File: config.mk
export PLATFORM = sky130hd
export DESIGN_NAME = data_bus_master
export DESIGN_NICKNAME = d
export VERILOG_FILES = /design/src/rtl/data_bus_master.sv
export SDC_FILE = /design/constraint.sdc
export NUM_CORES = 1
export LEC_CHECK = 0
export ABC_AREA = 1
export CORE_MARGIN = 2
export CORE_UTILIZATION = 38
export DETAILED_ROUTE_END_ITERATION = 6
export GPL_ROUTABILITY_DRIVEN = 0
export PLACE_DENSITY = 0.8
export SYNTH_ARGS = -nofsm -noshare
export SYNTH_HDL_FRONTEND = slang
export SYNTH_SLANG_ARGS = --single-unit
File: constraint.sdc
create_clock -name clk_i -period 1.1 [get_ports clk_i]
set_clock_uncertainty 0.05 [all_clocks]
set_input_delay 0.22 -clock clk_i [delete_from_list [all_inputs] [get_ports clk_i]]
set_output_delay 0.22 -clock clk_i [all_outputs]
set_load 0.02 [all_outputs]
File: src/rtl/data_bus_master.sv
// data_bus_master
// Single-request initiator for the Gumnut 8-bit data bus. A request taken in
// IDLE becomes one classic cyc/stb/we bus transaction. The transaction ends
// with a done pulse when the responder acks, or with an error pulse if no
// ack arrives within TIMEOUT bus cycles. A one-cycle RECOVER gap follows
// every transaction. The gap lets the responder's registered read-ack clear
// before the next strobe can sample it.
//
// Parameters:
//   TIMEOUT   max bus cycles to wait for ack; 0 = wait forever
// Ports:
//   clk_i      clock, all state on rising edge
//   rst_i      asynchronous active-high reset
//   req_i      start request, sampled only while idle
//   req_we_i   1 = write, 0 = read
//   req_adr_i  transaction address
//   req_dat_i  write data
//   busy_o     high whenever a transaction (including recovery) is in progress
//   done_o     one-cycle pulse: transaction acked
//   err_o      one-cycle pulse: transaction timed out
//   rdata_o    read data, held until the next acked read
//   cyc_o      bus cycle
//   stb_o      bus strobe (mirrors cyc_o)
//   we_o       bus write enable
//   adr_o      bus address
//   dat_o      bus write data
//   ack_i      responder acknowledge
//   dat_i      responder read data
module data_bus_master #(
    parameter int TIMEOUT = 15
) (
    input  logic       clk_i,
    input  logic       rst_i,
    input  logic       req_i,
    input  logic       req_we_i,
    input  logic [7:0] req_adr_i,
    input  logic [7:0] req_dat_i,
    output logic       busy_o,
    output logic       done_o,
    output logic       err_o,
    output logic [7:0] rdata_o,
    output logic       cyc_o,
    output logic       stb_o,
    output logic       we_o,
    output logic [7:0] adr_o,
    output logic [7:0] dat_o,
    input  logic       ack_i,
    input  logic [7:0] dat_i
);

    // The counter must be able to hold TIMEOUT-1. It keeps at least one bit
    // so that the design still elaborates when the timeout is disabled.
    localparam int CW = ($clog2(TIMEOUT + 1) < 1) ? 1 : $clog2(TIMEOUT + 1);
    localparam logic [CW-1:0] CNT_LAST = (TIMEOUT == 0) ? '0 : CW'(TIMEOUT - 1);

    typedef enum logic [1:0] {
        IDLE,
        BUS,
        RECOVER
    } state_t;

    state_t        state_q, state_d;
    logic [CW-1:0] cnt_q, cnt_d;
    logic          busy_d, done_d, err_d, cyc_d, we_d;
    logic [7:0]    rdata_d, adr_d, dat_d;

    // Strobe and cycle are identical for single transfers. Driving stb_o from
    // the cyc_o register keeps it glitch-free without a second flop.
    assign stb_o = cyc_o;

    // State register and registered outputs. Reset drops the bus
    // immediately, so an aborted transaction never reports done or error.
    always_ff @(posedge clk_i or posedge rst_i) begin
        if (rst_i) begin
            state_q <= IDLE;
            cnt_q   <= '0;
            busy_o  <= 1'b0;
            done_o  <= 1'b0;
            err_o   <= 1'b0;
            rdata_o <= 8'h00;
            cyc_o   <= 1'b0;
            we_o    <= 1'b0;
            adr_o   <= 8'h00;
            dat_o   <= 8'h00;
        end else begin
            state_q <= state_d;
            cnt_q   <= cnt_d;
            busy_o  <= busy_d;
            done_o  <= done_d;
            err_o   <= err_d;
            rdata_o <= rdata_d;
            cyc_o   <= cyc_d;
            we_o    <= we_d;
            adr_o   <= adr_d;
            dat_o   <= dat_d;
        end
    end

    // Next-state and next-output logic. Bus fields keep their last values
    // by default. An ack is checked before the timeout, so an ack on the
    // final allowed cycle still counts as a successful transfer.
    always_comb begin
        state_d = state_q;
        cnt_d   = cnt_q;
        done_d  = 1'b0;
        err_d   = 1'b0;
        rdata_d = rdata_o;
        cyc_d   = cyc_o;
        we_d    = we_o;
        adr_d   = adr_o;
        dat_d   = dat_o;

        case (state_q)
            IDLE: begin
                if (req_i) begin
                    we_d    = req_we_i;
                    adr_d   = req_adr_i;
                    dat_d   = req_we_i ? req_dat_i : 8'h00;
                    cyc_d   = 1'b1;
                    cnt_d   = '0;
                    state_d = BUS;
                end
            end
            BUS: begin
                if (ack_i) begin
                    cyc_d   = 1'b0;
                    done_d  = 1'b1;
                    if (!we_o) begin
                        rdata_d = dat_i;
                    end
                    state_d = RECOVER;
                end else if ((TIMEOUT != 0) && (cnt_q == CNT_LAST)) begin
                    cyc_d   = 1'b0;
                    err_d   = 1'b1;
                    state_d = RECOVER;
                end else if (TIMEOUT != 0) begin
                    cnt_d = cnt_q + CW'(1);
                end
            end
            RECOVER: begin
                cyc_d   = 1'b0;
                state_d = IDLE;
            end
            default: begin
                cyc_d   = 1'b0;
                state_d = IDLE;
            end
        endcase

        busy_d = (state_d != IDLE);
    end

endmodule

==> run summary, run 1 <==
Hold repair after CTS inserted 0 buffers. The synthesized netlist net count is about 190. The placed wire-length estimate is about 2400 µm. 59 I/O pins were placed. In this run the core area contains 22 standard-cell rows. The category of the worst setup path capture point is a flip-flop. The number of vias in the routed layout came out at between 1000 and 1500. The count of maximum capacitance violations came out at 0.

Counting tap cells, the placed design contains a total of 280 instances. The mapped cell area is ~1500 µm². The initial cell density of the core is 0.3978. The worst-margin pin slew is ~0.25 ns.

The synthesized area per cell is just over 9 µm². The area added between synthesis and finish came out at 91.15%. At the worst endpoint, the required time is between 1 and 1.5 ns. The wire length of the first global-routing pass is between 5000 and 6000 µm.

The flow ran to the end, but the final reports show violations. The die is between 60 and 70 µm wide. The count of distinct cell types in the synthesized netlist is 20.

Counting I/O delays and the setup requirement, the final critical path takes ~1.2 ns. The peak per-stage delay on the critical path came out at 0.34 ns. The number of nets in the final layout is between 300 and 400. For met2 alone, demand over resource in global routing was 0.3056.

The die boundary height came out at 65.91 µm. In the synthesized netlist the dominant register cell turns out to be dfrtp_1. The total number of H-tree levels is 2. The synthesized design spends more area on one cell type than any other, namely dfrtp_1. The diode insertion count for antenna repair is 0. The via density per instance came out at around 4.7. Among cell families on the critical path, the largest total delay comes from simple AND/OR/NAND/NOR gates.

Clock-pin slew was measured on the worst setup and hold paths at 0.07 ns. The clock tree from TritonCTS is done. The total global routing track utilization is 0.1789. In this run, the number of DRC markers left after iteration 0 of detailed routing was 59. The total negative slack is -1.987 ns. The warning count from the yosys run is 0. The worst-case IR drop observed on VDD is approximately 1500 µV.

The part of the Yosys area used for sequential elements came out at 0.6014. The share of the synthesized area in the top cell type came out at 0.6014. The worst hold slack after final layout is about 0.22 ns. The fraction of the cycle the final worst path needs is 1.106. The per-cell routed wire length came out at ~14 µm. The final reports fail on setup timing. The total count of max-transition violations in the final report came out at 0. At the worst endpoint, the arrival time is 1.34 ns. The count of cells in the finished layout, fillers not included, comes to roughly 320. By count the netlist is led by 66 x nand2_1, 35 x dfrtp_1, 15 x nand3_1. The hold violation count in the final report is 0. The total CTS buffers came out at 5. Among all cell types in the netlist, the one instantiated most often is nand2_1.

The post-detailed-placement cell area is between 2000 and 2500 µm². The later-pin clock latency in the skew report is 0.29 ns. Summing all non-filler instances in the final layout gives an area of around 2800 µm². In this run the tightest slew margin relative to its limit is 0.8305. Port buffering added between 50 and 60 buffers.

Yosys attributes the largest share of cell area to dfrtp_1 60%, nand2_1 17%, nand3_1 5.2%, o21ai_0 2.7%, nor2_1 1.8%. Of the cells placed in the final design, the portion with a size suffix greater than 1 is 0.4982. The placeable core area is approximately 3700 µm². Dividing total power by cell area gives a power density of around 2400 nW/µm².

The die area is between 4000 and 5000 µm². Walking the worst path, the cells encountered are inv_2 > nor2_4 > inv_2 > nor2_4 > nand2_4 > nand2_1 > nand2_1. The critical path is of the reg2reg type.

met2 is the most crowded layer. Setup violations remaining at the end of the flow were counted as 41. Setup repair after global routing could not meet its margin everywhere.

The final layout contains routed wiring with a total length of 4308 µm. In this run the worst path has a maximum fanout of 8. The synthesized design contains 0 enable-type register cells.

The number of buffers between clock root and the deepest sink is 2. The master of the slowest instance on the critical path is dfrtp_1. The tree built by TritonCTS fans out to 35 sinks. Of all flip-flops after synthesis, the portion carrying an async set or reset was 1.000. The synthesized instance count is around 160. The timing-limited maximum frequency is roughly 800 MHz. Together, buffers and inverters on the worst path number 2. The number of nets with antenna violations after routing came out at 0. The initial antenna violation count is 0. The number of global-route vias before repair was about 1300. The global-route met3 utilization is 0.04089. The tree is rooted in a clkbuf_8.

The overflow left after global routing is 0. The pre-antenna-repair detailed-routing pass consisted of 5 iterations. The share of the core filled with cells in the final layout is 0.7604. In the post-route analysis, the smallest setup slack over all paths is -0.1165 ns. The type of origin of the critical path is a flip-flop. The met1 routing resource usage after global routing is 0.2246. The static leakage came out at 1.386 nW. Synthesis inferred 35 register bits. The worst hold path class is in2async. After detailed routing, the number of remaining DRC violations is 0.

The maximum number of pins on one net before global-route repair came out at 21.
[cell families (layout without fill, tap and decap cells)]
kind of cell    after synthesis  in the layout  share of synthesized area
xor+xnor                      1              1                   0.006015
flops                        35             35                     0.6014
buf+inv                      17            126                    0.05669
simple gates                 95             96                     0.2809
fa+ha+maj                     2              2                    0.01718
compound gates               11             11                    0.03780
[placed cells by master (no fill, tap or decap), types with 2 or more instances in the layout]
master	instances
nand3_2	6
ha_4	2
dfrtp_1	35
inv_1	4
buf_2	3
buf_4	40
nand2_2	21
nand2_4	4
nor2_1	7
clkdlybuf4s50_1	28
buf_6	34
nand3_1	9
clkbuf_8	7
inv_2	4
nand3_4	3
o21ai_1	9
nand2_1	43
nor2_4	2
[worst paths after layout]
kind,start,depth (start not counted),to,slack (ns)
max,state_q[0],7,rdata_o[0],-0.12
min,rst_i,3,state_q[0],0.22
max reg2reg,state_q[0],7,rdata_o[0],-0.12
min reg2reg,rdata_o[1],2,rdata_o[1],0.46
max in group asynchronous,rst_i,3,done_o,0.55
min in group clk_i,req_adr_i[2],3,adr_o[2],0.42
[sequential cells by signal (all words and copies together), names as in the netlist, 2 cells and up]
register	count
state_q	2
adr_o	8
dat_o	8
cnt_q	4
rdata_o	8
[layout make-up]
type	count	area (µm²)
sequential	35	875.8
clock inverter	1	7.507
timing repair inverter	1	5.005
inverter	10	42.54
multi-input combinational	110	683.2
timing repair buffer	107	1013
clock buffer	7	96.34
tap	48	60.06
fill	244	877.1
[what timing repair did]
| action | CTS | global route |
|---|---|---|
| setup endpoints to repair | 63 | 62 |
| gates cloned | 2 | 2 |
| pin swaps | 14 | 12 |
| gates resized for setup | 168 | 71 |
| setup buffers | 10 | 17 |
[stage by stage]
stage / setup slack [ns] / power (W)
2_1_floorplan: -0.05301 / 0.003234
3_3_place_gp: -0.3434 / 0.004527
3_5_place_dp: -0.3649 / 0.004577
4_1_cts: -0.1287 / 0.005806
5_1_grt: -0.1645 / 0.007132
6_report: -0.1165 / 0.006776
[power breakdown]
group	switching (W)	internal, W	total, W	leakage (nW)
clock	0.000456	0.000569	0.00103	0.0505
combinational	0.00169	0.00196	0.00364	0.888
sequential	0.000370	0.00174	0.00211	0.447
[layer usage]
| layer | routed length (µm) | vias to the layer above |
|---|---|---|
| li1 | - | 725 |
| met1 | 1722 | 718 |
| met2 | 2316 | 45 |
| met3 | 192 | 6 |
| met4 | 76 | 0 |
| met5 | 0 | - |
[worst min-delay path, delay by kind of cell]
kind,cells,cell delay [ns]
buffers and inverters,3,0.67
No activity file was read; power rests on OpenSTA's default activity.
==> run 2: changes to the inputs <==
- ABC_CLOCK_PERIOD_IN_PS: unset -> 1100
==> results of run 2 <==
Final layout, timing and power as in run 1 (identical DEF).
==> run 3: changes to the inputs <==
- SKIP_LAST_GASP: unset -> 1
==> run summary, run 3 (same netlist as run 1, synthesis figures left out) <==
The run finished, with violations left. The checks that failed: setup timing. The first-pass iteration count of the detailed router came out at 4. In the final layout, the multi-input gates occupy 648.1 µm². After detailed routing, the number of remaining DRC violations is 0.

The per-cell routed wire length is 14.23 µm. The total number of H-tree levels is 2. The total global routing track utilization came out at 0.1811. The share of layout cells above drive strength 1 came out at 0.4723. The worst-case headroom to the max-slew limit came out at 0.8449.

Summing all flip-flop and latch instances after layout gives 875.8 µm². The largest single stage delay on the critical path is between 0.4 and 0.5 ns. The count of maximum capacitance violations came out at 0. The horizontal die dimension came out at between 60 and 70 µm. The leading cell type in the layout, fill and taps excluded is nand2_1. The number of global-route vias before repair was around 1400. The die is between 60 and 70 µm tall. The die area came out at between 4000 and 5000 µm². The data required time of the worst path came out at ~1.2 ns.

The type of origin of the critical path is a flip-flop. The largest fanout on the critical path came out at 8. Entering global routing, the biggest net connects 21 pins. After layout, the minimum clock period comes to approximately 1.2 ns. The number of buffers between clock root and the deepest sink came out at 2. For this configuration, the core starts out at a cell density of 0.3978. Prior to clock tree synthesis, the placed netlist has a worst setup slack of -0.3649 ns.

The power density over the cells is ~2500 nW/µm². The wire length of the first global-routing pass is slightly below 6000 µm. The initial antenna violation count came out at 0. The largest registers in the layout are adr_o (8), dat_o (8), rdata_o (8). The clock tree from TritonCTS is done. The post-cts hold buffer count is 0. The number of nets with antenna violations after routing came out at 0.

Overall power consumption after layout is estimated at 0.006768 W. Setup repair after global routing could not meet its margin everywhere. The row count is 22.

The worst-margin pin slew came out at 0.2326 ns. The later-pin clock latency in the skew report came out at around 0.29 ns. The hold violation count in the final report is 0.

Based on the critical path, the design can be clocked at up to approximately 800 MHz. The slowest stage of the critical path belongs to the cell dfrtp_1. The via density per instance is between 4 and 5.

The area added between synthesis and finish is 88.75%. The count of buffers inserted at the top-level ports came out at 58. The overflow left after global routing is 0. The number of nets in the final layout is roughly 300.

The worst hold path class is in2async. The worst setup path is captured at a flip-flop. In the layout the commonest cells are 47 x nand2_1, 40 x buf_4, 35 x dfrtp_1, 34 x buf_6, 28 x clkdlybuf4s50_1. The placed wire-length estimate is roughly 2400 µm. Traced cell by cell, the critical path runs through inv_2 > ha_4 > nand3_4 > nand3_4 > nand2_4 > nand2_1 > nand2_1. The critical path is of the reg2reg type.

The I/O pin count is a little under 60. The peak supply drop came out at approximately 1500 µV. Buffers inserted during clock tree synthesis total 5.

The TritonCTS sink count came out at 35. The root buffer cell is clkbuf_8. In the post-route analysis, the smallest setup slack over all paths is -0.1499 ns. The total count of max-transition violations in the final report came out at 0. The diode insertion count for antenna repair is 0. In this run the static leakage power is around 1.4 nW. The fraction of the cycle the final worst path needs came out at 1.136. The placeable core area came out at between 3000 and 4000 µm². In this run, the number of DRC markers left after iteration 0 of detailed routing was about 70. The number of vias in the routed layout came out at around 1500. Data on the critical path arrives at its endpoint at ~1.4 ns. The clock-pin slew on the worst setup and hold paths is around 0.07 ns. The worst hold slack after final layout came out at ~0.21 ns. Setup violations remaining at the end of the flow were counted as 42. The filler cell count came out at 251. The routed design has approximately 4500 µm of wire.
run 3: repair_timing:
item	CTS	global route
pin swaps	14	15
resized for setup	165	66
buffers inserted	10	17
endpoints found under the setup margin	63	62
cloned	2	2
run 3: where the power goes:
part	total (W)	internal, W	switching [W]
Clock	0.00103	0.000569	0.000464
Sequential	0.00212	0.00174	0.000382
Combinational	0.00362	0.00193	0.00168
run 3: worst paths after layout:
check                              from    endpoint  slack (ns)  cells after the start
max in group asynchronous         rst_i       err_o        0.55                      3
min in group clk_i         req_adr_i[2]    adr_o[2]        0.42                      3
setup / recovery               cnt_q[0]    cnt_q[0]       -0.15                      7
hold reg to reg              rdata_o[1]  rdata_o[1]        0.46                      2
setup reg to reg               cnt_q[0]    cnt_q[0]       -0.15                      7
hold / removal                    rst_i  state_q[0]        0.21                      3
run 3: area by class of cell:
class                      count  area share
clock inverter                 1    0.002731
inverter                      10     0.01548
timing repair inverter         1    0.001821
timing repair buffer         107      0.3687
multi-input combinational    110      0.2358
clock buffer                   7     0.03505
tap                           48     0.02185
sequential                    35      0.3186
run 3: through the flow:
step / instances / instance area, µm² / TNS, ns / util
2_1_floorplan: 161 / 1469 / -0.1828 / -
3_3_place_gp: 280 / 2227 / -12.64 / 0.6083
3_5_place_dp: 280 / 2227 / -12.90 / 0.6083
4_1_cts: 300 / 2421 / -1.327 / 0.6613
5_1_grt: 319 / 2749 / -4.339 / 0.7509
6_report: 319 / 2749 / -2.374 / 0.7509
run 3: routing by layer:
| layer | share of wire | track usage |
|---|---|---|
| met5 | 0 | 0 |
| met4 | 0.023 | 0.07031 |
| met3 | 0.042 | 0.04089 |
| met2 | 0.55 | 0.3106 |
| met1 | 0.39 | 0.2201 |
run 3: worst max-delay path: cells and delay by family (launching register included):
kind | cells | cell delay (ns)
and+or+nand+nor | 5 | 0.44
DFF | 1 | 0.42
adders and majority gates | 1 | 0.14
buffers and inverters | 1 | 0.09
==> edit, RTL diff (config.mk and constraints of run 2) <==
The parameter `TIMEOUT` goes from 15 to 16.
--- a/src/rtl/data_bus_master.sv
+++ b/src/rtl/data_bus_master.sv
@@ -27,7 +27,7 @@
 //   ack_i      responder acknowledge
 //   dat_i      responder read data
 module data_bus_master #(
-    parameter int TIMEOUT = 15
+    parameter int TIMEOUT = 16
 ) (
     input  logic       clk_i,
     input  logic       rst_i,
Function: no difference found for any inputs over 10 cycles, from zero or initial values and one cycle with rst_i high; that may be too few to reach the edited logic, so the function may still have changed.
==> edit against run 2 <==
Critical path type unchanged. The flow still finishes with violations (negative setup slack). Fmax fell by 17%. Final cell count rose by 5.0%. Sequential share of layout area fell by 0.28 points. Synthesized area rose by 6.2%. Worst setup slack got worse by 0.24 ns. Highest routed layer unchanged. Power fell by 0.25%. Routed wire length rose by 2.0%. Sequential cell count rose by 1. Design area rose by 3.9%.
==> edit: results (changes against run 2) <==
Parameter                              Value

GRT
  Global-route wire length before repair    6490 um (+11%)
  Number of global-route vias before repair    1441 (+7.1%)
  Overall track demand over capacity in global routing    19.3% (+1.4 points)
  Largest net degree at the start of global routing    26 (+24%)

Critical path
  Count of cells along the worst register-to-register path    9 (+2)
  Crit path DAT    1.64 ns (+0.30 ns)
  Startpoint of the worst setup timing path    cnt_q[0]
  Largest fanout on the critical path    6 (-2)
  Destination of the worst register-to-register timing path    cnt_q[2]
  Largest stage delay, worst path    0.39 ns (+0.05 ns)

Layout
  Number of ordinary and repair buffers in the finished layout    109 (+1.9%)
  Clk_buf instances    6 (-1)
  Fraction of area in multi-input gates    25.4% (+0.89 points)
  Layout inverter count without the clock tree    13 (+2)
  Register fraction of the total cell area    31.2% (-0.28 points)
  Clock buffers and inverters, area share    3.20% (-0.53 points)
  FILL cells    276 (+13%)
  Multi-input combinational cell count    119 (+8.2%)
  Share of final-layout standard cells stronger than drive strength 1    50.2% (+0.36 points)
  Net count of the finished layout    315 (+4.7%)

Run status
  Violations in the final reports    negative setup slack
  Run status    finished with violations

Routing
  First-pass DRT Iterations    4 (-1)
  Number of vias after detailed routing    1556 (+4.1%)
  Final routed wirelength across all metal layers    4390 um (+2.0%)
  Number of DRC violations after detailed-routing iteration 0    32 (-46%)

STA
  Hold slack    0.231 ns (+0.0130 ns)
  Worst Tran Pin Value    0.304 ns (+0.0500 ns)
  Final worst setup slack    -0.357 ns (-0.241 ns)
  Finish-stage setup viols    44 (+7.3%)
  Final setup TNS    -5.32 ns (-3.34 ns)

Placement
  Pre-CTS worst setup slack    -0.335 ns (+0.0301 ns)

Pwr
  Peak ir drop on the vdd network    1.24 mV (-15%)
  Static leakage    1.48 nW (+6.8%)
  Power Internal    4.19 mW (-1.8%)
  Sequential power    2.15 mW (+2%)

Clock tree
  Number of buffers inserted to repair setup after CTS    12 (+2)
  CTS Sinks    36 (+2.9%)
  CTS-repair resized insts    190 (+13%)

Synth
  Number of different library cells in the post-synthesis netlist    19 (-5.0%)
  Leading cell types by count after synthesis    sky130_fd_sc_hd__nand2_1 (80), sky130_fd_sc_hd__dfrtp_1 (36), sky130_fd_sc_hd__nand3_1 (12)
  Top post-synthesis cells by area    sky130_fd_sc_hd__dfrtp_1 (58%), sky130_fd_sc_hd__nand2_1 (19%), sky130_fd_sc_hd__nand3_1 (3.9%)
  Fraction of the yosys area taken by sequential cells    58.3% (-1.9 points)
==> edit: cell types whose count changed after synthesis, sizes merged <==
cell and change:
nand4 +2, clkbuf -1, inv +4, a21oi -1, xnor2 -1, buf -3, o21ai -9, dfrtp +1
nand3 -2, nand2 +16, nor2 +4, clkinv -1
==> edit: cells by family after synthesis <==
| kind of cell | share of synthesized area (%) |
|---|---|
| AO/OA/AOI/OAI | 0.323 |
| adder cells (fa/ha/maj) | 1.62 |
| buffers and inverters | 5.10 |
| flip-flops | 58.3 |
| AND/OR/NAND/NOR | 34.7 |
==> edit: metal layers <==
metal	track usage, %	routed length, um
met3	5.67	202
met1	23.1	1700
met4	6.75	59
met5	0	0
met2	33.1	2430
==> edit: through the flow <==
step | power (mW) | cell area, um^2 | std cells
after floorplan | 3.38 | 1570 | 170
after global placement | 4.80 | 2420 | 305
after detailed placement | 4.86 | 2420 | 305
after CTS | 6.27 | 2680 | 326
after global routing | 7.13 | 2890 | 335
final | 6.76 | 2890 | 335
